--- src/rtl/btn_cond_pkg.sv ---
// Shared types for the push-button step conditioner.
// Debounce state encoding and synchroniser depth.
package btn_cond_pkg;

  typedef enum logic [1:0] {
    RELEASED,
    PRESS_WAIT,
    PRESSED,
    RELEASE_WAIT
  } db_state_t;

  localparam int SYNC_STAGES = 2;

endpackage

--- src/rtl/btn_debounce.sv ---
// Per-key synchroniser, debounce FSM and press pulse.
// level follows the accepted key state; press marks acceptance.
module btn_debounce
  import btn_cond_pkg::*;
#(
  parameter int DEBOUNCE_CYCLES = 1_000_000,
  parameter bit BTN_ACTIVE_LOW  = 1'b1
) (
  input  logic clk,
  input  logic reset,
  input  logic btn_raw,
  output logic level,
  output logic press
);

  localparam int CW = $clog2(DEBOUNCE_CYCLES);
  localparam logic [CW-1:0] CNT_LAST = CW'(DEBOUNCE_CYCLES - 1);
  localparam logic IDLE_LVL = BTN_ACTIVE_LOW;

  logic [SYNC_STAGES-1:0] sync_q;
  logic                   pressed;
  db_state_t              state_q, state_d;
  logic [CW-1:0]          cnt_q, cnt_d;
  logic                   press_d;

  // Synchroniser resets to the idle pin level so no false press.
  always_ff @(posedge clk or negedge reset) begin
    if (!reset) sync_q <= {SYNC_STAGES{IDLE_LVL}};
    else        sync_q <= {sync_q[SYNC_STAGES-2:0], btn_raw};
  end

  assign pressed = sync_q[SYNC_STAGES-1] ^ IDLE_LVL;

  always_comb begin
    state_d = state_q;
    cnt_d   = cnt_q;
    press_d = 1'b0;
    unique case (state_q)
      RELEASED: begin
        if (pressed) begin
          state_d = PRESS_WAIT;
          cnt_d   = '0;
        end
      end
      PRESS_WAIT: begin
        if (!pressed) begin
          state_d = RELEASED;
        end else if (cnt_q == CNT_LAST) begin
          state_d = PRESSED;
          press_d = 1'b1;
        end else begin
          cnt_d = cnt_q + CW'(1);
        end
      end
      PRESSED: begin
        if (!pressed) begin
          state_d = RELEASE_WAIT;
          cnt_d   = '0;
        end
      end
      RELEASE_WAIT: begin
        if (pressed) begin
          state_d = PRESSED;
        end else if (cnt_q == CNT_LAST) begin
          state_d = RELEASED;
        end else begin
          cnt_d = cnt_q + CW'(1);
        end
      end
      default: state_d = RELEASED;
    endcase
  end

  always_ff @(posedge clk or negedge reset) begin
    if (!reset) begin
      state_q <= RELEASED;
      cnt_q   <= '0;
      press   <= 1'b0;
    end else begin
      state_q <= state_d;
      cnt_q   <= cnt_d;
      press   <= press_d;
    end
  end

  assign level = (state_q == PRESSED) || (state_q == RELEASE_WAIT);

endmodule

--- src/rtl/btn_step_conditioner.sv ---
// Turns inc/dec keys plus an auto-step tick into step pulses.
// Presses win over ticks; simultaneous presses cancel.
module btn_step_conditioner
  import btn_cond_pkg::*;
#(
  parameter int DEBOUNCE_CYCLES = 1_000_000,
  parameter int TICK_CYCLES     = 50_000_000,
  parameter bit AUTO_EN         = 1'b1,
  parameter bit BTN_ACTIVE_LOW  = 1'b1
) (
  input  logic clk,
  input  logic reset,
  input  logic btn_inc_raw,
  input  logic btn_dec_raw,
  output logic step,
  output logic dec,
  output logic dec_held,
  output logic tick
);

  localparam int TW = $clog2(TICK_CYCLES);
  localparam logic [TW-1:0] TICK_LAST = TW'(TICK_CYCLES - 1);

  logic          unused_inc_level;
  logic          press_inc, press_dec;
  logic          any_press, one_press;
  logic [TW-1:0] tcnt_q;

  btn_debounce #(
    .DEBOUNCE_CYCLES(DEBOUNCE_CYCLES),
    .BTN_ACTIVE_LOW (BTN_ACTIVE_LOW)
  ) u_inc (
    .clk    (clk),
    .reset  (reset),
    .btn_raw(btn_inc_raw),
    .level  (unused_inc_level),
    .press  (press_inc)
  );

  btn_debounce #(
    .DEBOUNCE_CYCLES(DEBOUNCE_CYCLES),
    .BTN_ACTIVE_LOW (BTN_ACTIVE_LOW)
  ) u_dec (
    .clk    (clk),
    .reset  (reset),
    .btn_raw(btn_dec_raw),
    .level  (dec_held),
    .press  (press_dec)
  );

  assign any_press = press_inc | press_dec;
  assign one_press = press_inc ^ press_dec;
  assign tick      = AUTO_EN && (tcnt_q == TICK_LAST);

  // Any accepted press restarts the auto-step period.
  always_ff @(posedge clk or negedge reset) begin
    if (!reset)
      tcnt_q <= '0;
    else if (any_press || !AUTO_EN || tick)
      tcnt_q <= '0;
    else
      tcnt_q <= tcnt_q + TW'(1);
  end

  always_ff @(posedge clk or negedge reset) begin
    if (!reset) begin
      step <= 1'b0;
      dec  <= 1'b0;
    end else if (one_press) begin
      step <= 1'b1;
      dec  <= press_dec;
    end else if (!any_press && tick) begin
      step <= 1'b1;
      dec  <= dec_held;
    end else begin
      step <= 1'b0;
      dec  <= 1'b0;
    end
  end

endmodule

--- config.mk ---
export PLATFORM = sky130hd
export DESIGN_NAME = btn_step_conditioner
export DESIGN_NICKNAME = d
export VERILOG_FILES = /design/src/rtl/btn_cond_pkg.sv /design/src/rtl/btn_debounce.sv /design/src/rtl/btn_step_conditioner.sv
export SDC_FILE = /design/constraint.sdc
export NUM_CORES = 1
export LEC_CHECK = 0
export ABC_AREA = 1
export BUFFER_PORTS_ARGS = -buffer_cell sky130_fd_sc_hd__buf_2
export CAP_MARGIN = 20
export CORE_AREA = 2 2 107 109
export CTS_CLUSTER_SIZE = 40
export DETAILED_ROUTE_END_ITERATION = 7
export DIE_AREA = 0 0 109 111
export PLACE_DENSITY = 0.58
export SLEW_MARGIN = 40
export SYNTH_ARGS = -nofsm -noshare
export SYNTH_HDL_FRONTEND = slang
export SYNTH_HIERARCHICAL = 1
export SYNTH_SLANG_ARGS = --single-unit
--- constraint.sdc ---
create_clock -name clk -period 1.5 [get_ports clk]
set_input_delay 0.45 -clock clk [delete_from_list [all_inputs] [get_ports clk]]
set_output_delay 0.45 -clock clk [all_outputs]
set_load 0.05 [all_outputs]
# [Yosys cells after proc, flatten, opt, wreduce, memory -nomap -nowiden]
# Index checks and enable logic that the tools add are counted.
[classes] n_addsub=3 eq_ne=21 n_mux=37 bitwise=2 reduce_logical=10
[ops] cell="two-way mux 20 bit" n=10
[ops] cell="one-hot mux 20 bit (4 select lines)" n=2
[ops] cell="adder 20 x 1 -> 20 bit (second input constant)" n=2
[ops] cell="equality test 20 bit (second input constant)" n=2
[ops] cell="adder 26 x 1 -> 26 bit (second input constant)" n=1
[ops] cell="equality test 26 bit (second input constant)" n=1
[ops] cell="two-way mux 26 bit" n=1
[ops] cell="two-way mux 2 bit" n=12
[ops] cell="one-hot mux 2 bit (4 select lines)" n=2
[ops] cell="AND reduction 4 bit" n=4
[ops] cell="two-way mux 1 bit" n=10
[ops] cell="equality test 2 bit (second input constant)" n=4
[ops] cell="!= test 2 x 1 -> 1 bit (second input constant)" n=4
[ops] cell="!= test 2 bit (second input constant)" n=4
[ops] cell="!= test 3 x 1 -> 1 bit (second input constant)" n=2
[ops] cell="!= test 3 bit (second input constant)" n=2
[ops] cell="equality test 2 x 1 -> 1 bit (second input constant)" n=2
[ops] cell="logical NOT 2 bit" n=2
[ops] cell="logical OR 1 bit" n=2
[ops] cell="logical AND 1 bit" n=1
[ops] cell="logical NOT 1 bit" n=1
[ops] cell="OR 1 bit" n=1
[ops] cell="bitwise XOR 1 bit" n=1
[word_totals] regBits=78 output_inout_bits=4 word_cells=84

# [Depth between registers and ports, before layout]
# Gate-level depths: netlist (run 1).
[depth] ltp_word=5 mapped_depth=10

# [By module]
# Netlist (run 1), hierarchy kept.
[modules_own_cells] module="btn_step_conditioner" instances=1 cells_per_inst=250 area_per_inst_um2=1774.2
[modules_own_cells] module="btn_debounce at u_dec" instances=1 cells_per_inst=212 area_per_inst_um2=1521.5
[modules_own_cells] module="btn_debounce at u_inc" instances=1 cells_per_inst=208 area_per_inst_um2=1505.2

# [Worst setup path before layout (run 1)]
# No wires, ideal clock.
[synth_timing] kind="reg-to-output" from="register tcnt_q[0]" to="output port tick" arrival_time_ps=1647 t_required_ps=1050 slack_ps=-597 path_stages_with_launch=6 path_buffers=0 cell_sequence="dfrtp_1 ha_1 nand3_2 inv_2 nand3_1 nor2_1"
[synth_between] elab_chain_len=1
[synth_lines] item="from (decl)" line="btn_step_conditioner.sv:27" source="logic [TW-1:0] tcnt_q;"
[synth_lines] item="from (signal assigned)" line="btn_step_conditioner.sv:62" source="tcnt_q <= tcnt_q + TW'(1);"
[synth_lines] item="equality test 26 bit" line="btn_step_conditioner.sv:53" source="assign tick = AUTO_EN && (tcnt_q == TICK_LAST);"
[synth_lines] item="to (decl)" line="btn_step_conditioner.sv:18" source="output logic tick"
# No other way between the ends.

# [Final worst setup path (run 1)]
[layout_timing] from="register tcnt_q[17]" to="output port tick"
# Same word-level chain as after synthesis.

==> impl_metrics.yaml, run 1 <==
clocking:
  clock_latency_ps: 340
  path_clk_slew_ps: 60
  clockBufferDepth: 2
  cts_sinks: 78
  htree_levels: 3
  numCtsBuffers: 9
  cts_tree: "done"
  clock_tree.root_cell: "clkbuf_16"
floorplanning:
  die_h_um: 111
  die_area_sq_um: 12100
  io_pins: 8
  die_w_um: 109
  start_util: 0.433
  rows: 39
  core-area_sq_um: 11100
global_routing:
  gr-total-overflow: 0
  grt_pass1_vias: 4374
  grt_pass1_wl_mm: 20.4
  track_usage: 0.212
  grt_max_degree: 27
  antenna_found_initial: 0
cells_and_area:
  drive_above_1_share: 0.417
  fin_area_sq_um: 7030
  nets: 804
  diodes: 0
  final_cell_mix: "nand2_1, buf_4, nor2_1, dfrtp_1"
  layout_commonest_cell: "nand2_1"
  final_util: 0.635
  syn_to_final_growth_pct: 46.6
yosys:
  yosysWarnings: 6
  syn-cell-area_sq_um: 4800
  syn_nets: 677
  syn_avg_cell_area_sq_um: 7.17
  synthCells: 669
routing:
  drtAntennaViolNets: 0
  dr.pass1.iters: 5
  via_per_inst: 5.01
  wl_mm: 13.3
  remaining_drc_errors: 0
  dr_total_vias: 4727
  wire_per_inst_um: 14.1
  drtIter0Drc: 299
power_and_ir_drop:
  ir_worst_vdd_uv: 611
  p_per_area_nw_per_um2: 714
  power_mw: 5.02
  power_leakage_nw: 2.98
sta:
  finClkSkew_ps: 9.71
  setup_ws_ps: -448
  setup_viol: 15
  min_period_over_period: 1.30
  grt_setup_unrepaired: "true"
  finalCriticalPeriod_ps: 1950
  hold_ws_ps: 206
  slew_headroom: 0.783
  slew_violations: 0
  worst_slew_pin_slew_ps: 323
  hold_viol_final: 0
  fmax_mhz: 513
critical_path:
  critPathMaxFanout: 2
  worstSetupEndpointType: "output pin"
  setup.worst_path.start_class: "flip-flop"
  worstPathArrival_ps: 1500
  worstPathRequired_ps: 1050
  path_class: "flip-flop to output pin"
placed_design:
  gp_congestion: 0.950
  numPortBuffers: 7
  place_area_sq_um: 5620
  place_ws_ps: -155
  hpwl_mm: 9.01
outcome:
  violations: "negative setup slack"
  outcome: "complete, but fails checks"
job:
  max_cap_violations: 0
hold_path:
  hp-class: "primary input to flip-flop"
[area by class of cell]
type                       instances  area [sq um]
clock inverter                     5           106
clock buffer                      11           233
sequential                        78          1980
tap                              143           179
fill                             947          4040
inverter                          59           229
timing repair buffer             123          1140
multi-input combinational        525          3170
[routing by layer]
layer  GRT usage  routed length, um  vias to the layer above
met5           0                  0                        -
met4      0.0709                313                        0
met3      0.0417                489                       28
met2       0.337               6600                       85
met1       0.286               5930                     2251
li1            -                  -                     2363
[metrics by stage]
stage	TNS (ps)	std cells
final	-710	944
after global routing	-4630	944
after CTS	-433	910
after detailed placement	-187	889
after global placement	-133	889
after floorplan	-86.5	669
[worst paths after layout]
check / end / start / cells after the start / slack [ps]
worst max-delay path: tick / tcnt_q[17] / 5 / -450
worst min register to register: u_dec/sync_q[1] / u_dec/sync_q[0] / 0 / 360
min in group asynchronous: tcnt_q[2] / reset / 2 / 520
worst max register to register: u_dec/cnt_q[8] / u_dec/cnt_q[6] / 8 / -40
max in group asynchronous: u_dec/cnt_q[14] / reset / 3 / 480
worst min-delay path: u_inc/sync_q[0] / btn_inc_raw / 1 / 210
[registers in the layout (all words and copies together), names as in the netlist, named ones only]
register       cells
dec                1
step               1
tcnt_q            26
u_dec/cnt_q       20
u_dec/press        1
u_dec/state_q      1
u_dec/sync_q       2
u_inc/cnt_q       20
u_inc/press        1
u_inc/state_q      1
u_inc/sync_q       2
[where the power goes]
part / switching [mW] / leakage [nW] / internal, mW
Combinational: 0.182 / 1.79 / 0.140
Sequential: 0.0335 / 1.03 / 2.14
Clock: 0.895 / 0.160 / 1.63
[worst max-delay path: stages (launching register included)]
cell	delay, ps
dfrtp_1	360
inv_2	60
nor4_4	270
nand4_1	160
nor2_4	140
buf_8	150
[repair_timing]
| item | CTS | global route |
|---|---|---|
| hold endpoints to repair | 14 | 0 |
| setup endpoints to repair | 10 | 71 |
| setup buffers | 4 | 27 |
| resized for setup | 10 | 210 |
| pin swaps | 5 | 52 |
| cloned | 0 | 7 |
| hold buffers | 1 | 0 |
Note: power is estimated with default switching activity, not from simulation.
==> run 2, diff against run 1 <==
--- a/config.mk
+++ b/config.mk
@@ -5,14 +5,13 @@
 export SDC_FILE = /design/constraint.sdc
 export NUM_CORES = 1
 export LEC_CHECK = 0
-export ABC_AREA = 1
 export BUFFER_PORTS_ARGS = -buffer_cell sky130_fd_sc_hd__buf_2
 export CAP_MARGIN = 20
-export CORE_AREA = 2 2 107 109
+export CORE_AREA = 2 2 102 104
 export CTS_CLUSTER_SIZE = 40
 export DETAILED_ROUTE_END_ITERATION = 7
-export DIE_AREA = 0 0 109 111
-export PLACE_DENSITY = 0.58
+export DIE_AREA = 0 0 104 106
+export PLACE_DENSITY = 0.59
 export SLEW_MARGIN = 40
 export SYNTH_ARGS = -nofsm -noshare
 export SYNTH_HDL_FRONTEND = slang
==> run 2 against run 1 <==
The run still ends with negative setup slack left; global-route usage up 3.5 points; non-clock buffer count rose by 93; final area increased by 3.2%; clock-buffer cell count fell by 2; power decreased by 11%.
==> impl_metrics.yaml, run 2 <==
outcome:
  outcome: "complete, but fails checks"
  violations: "negative setup slack"
clocking:
  clockBufferDepth: 2
  cts_sinks: 78
  cts_tree: "done"
  clock_tree.root_cell: "clkbuf_8"
  path_clk_slew_ps: 90
  clock_latency_ps: 360
  ctsHoldBuffers: 0
  htree_levels: 3
  numCtsBuffers: 9
critical_path:
  setup.worst_path.start_class: "flip-flop"
  rr_startpoint: "tcnt_q[10]"
  path_class: "flip-flop to flip-flop"
  rrSetupSlack_ps: -590
  r2r-end: "tcnt_q[24]"
  critPathMaxFanout: 6
  worstPathArrival_ps: 2340
  worstSetupEndpointType: "flip-flop"
  worstPathRequired_ps: 1750
  reg2reg_depth: 8
job:
  max_cap_violations: 0
floorplanning:
  die_area_sq_um: 11000
  die_w_um: 104
  rows: 37
  io_pins: 8
  start_util: 0.436
  die_h_um: 106
  core-area_sq_um: 10000
sta:
  worst_slew_pin_slew_ps: 500
  setup_viol: 69
  slew_violations: 0
  min_period_over_period: 1.40
  slew_headroom: 0.662
  hold_ws_ps: 16.4
  setup_ws_ps: -593
  fmax_mhz: 478
  finClkSkew_ps: 10.1
  hold_viol_final: 0
  grt_setup_unrepaired: "true"
  finalCriticalPeriod_ps: 2090
placed_design:
  numPortBuffers: 7
  place_area_sq_um: 5810
  hpwl_mm: 8.14
  gp_congestion: 0.836
global_routing:
  antenna_found_initial: 0
  gr-total-overflow: 0
  track_usage: 0.247
  grt_max_degree: 31
  grt_pass1_wl_mm: 21.9
  grt_pass1_vias: 4630
cells_and_area:
  diodes: 0
  top_register: "tcnt_q"
  largest_register_ffs: 26
  drive_above_1_share: 0.565
  final_util: 0.726
  multi_input_comb_area_sq_um: 3010
  nets: 670
  register_area_sq_um: 1970
  layout_commonest_cell: "buf_4"
  syn_to_final_growth_pct: 66.3
  nFillCells: 703
  top_regs: "tcnt_q x26, u_dec/cnt_q x20, u_inc/cnt_q x20"
  fin_area_sq_um: 7260
  final_cell_mix: "buf_4, dfrtp_1, buf_6, nand2_1, nand3_1"
routing:
  remaining_drc_errors: 0
  wl_mm: 14.2
  drtAntennaViolNets: 0
  dr_total_vias: 4591
  drtIter0Drc: 183
  via_per_inst: 5.72
  wire_per_inst_um: 17.7
  dr.pass1.iters: 5
yosys:
  syn_avg_cell_area_sq_um: 9.70
  synthCells: 450
  yosysWarnings: 6
  syn_nets: 458
  syn-cell-area_sq_um: 4360
power_and_ir_drop:
  power_mw: 4.45
  power_leakage_nw: 3.25
  p_per_area_nw_per_um2: 613
  ir_worst_vdd_uv: 656
hold_path:
  hp-class: "primary input to async pin"
-- run 2: cell types whose count changed in the layout (fill, tap and decap cells not counted), moves of 31 or more --
cell,previous run,this run
buf_6,9,40
buf_4,95,165
nor2_1,70,19
nand2_2,46,4
inv_1,47,15
nand2_1,165,35
-- run 2: how the worst max path moves through the flow --
stage,start,endpoint,cells after the start
2_1_floorplan,tcnt_q[0],tcnt_q[24],6
3_3_place_gp,tcnt_q[1],tcnt_q[24],5
3_5_place_dp,tcnt_q[1],tcnt_q[24],5
4_1_cts,tcnt_q[9],tick,5
5_1_grt,tcnt_q[0],tick,5
6_report,tcnt_q[10],tcnt_q[24],8
-- run 2: critical path, cell delays in order (launching register included) --
cell	delay, ps
dfrtp_1	380
buf_6	110
buf_6	90
nand4_1	170
buf_4	200
or4_4	470
buf_4	170
o31ai_1	310
a21oi_2	100
-- run 2: area by class of cell --
| type | instances | share of cell area |
|---|---|---|
| Multi-Input combinational cell | 340 | 0.415 |
| Sequential cell | 78 | 0.271 |
| Timing Repair Buffer | 216 | 0.253 |
| Tap cell | 136 | 0.0234 |
| Clock buffer | 9 | 0.0171 |
| Inverter | 17 | 0.0105 |
| Clock inverter | 7 | 0.0103 |
-- run 2: what timing repair did --
item,CTS,global route
pin swaps,48,43
endpoints found under the setup margin,71,76
buffers inserted,51,23
gates resized for setup,82,103
cloned,4,2
-- run 2: per-layer routing --
layer / up-vias / global-route usage / share of wire
met2: 137 / 0.453 / 0.52
met5: - / 0 / 0
met3: 45 / 0.0484 / 0.039
met4: 0 / 0.106 / 0.035
met1: 2298 / 0.280 / 0.41
li1: 2111 / - / -
-- run 2: stage by stage --
step           setup TNS [ps]  cells  setup slack (ps)
6_report               -17430    803              -593
5_1_grt                -22780    803              -660
4_1_cts                -21710    791              -643
3_5_place_dp           -15230    722              -462
3_3_place_gp           -14020    722              -415
2_1_floorplan           -9740    450              -376
-- run 2: power by group --
group          internal (mW)  switching, mW  total [mW]
clock network          0.774          0.822        1.60
registers               2.17         0.0703        2.24
logic                  0.303          0.315       0.617
total                   3.24           1.21        4.45
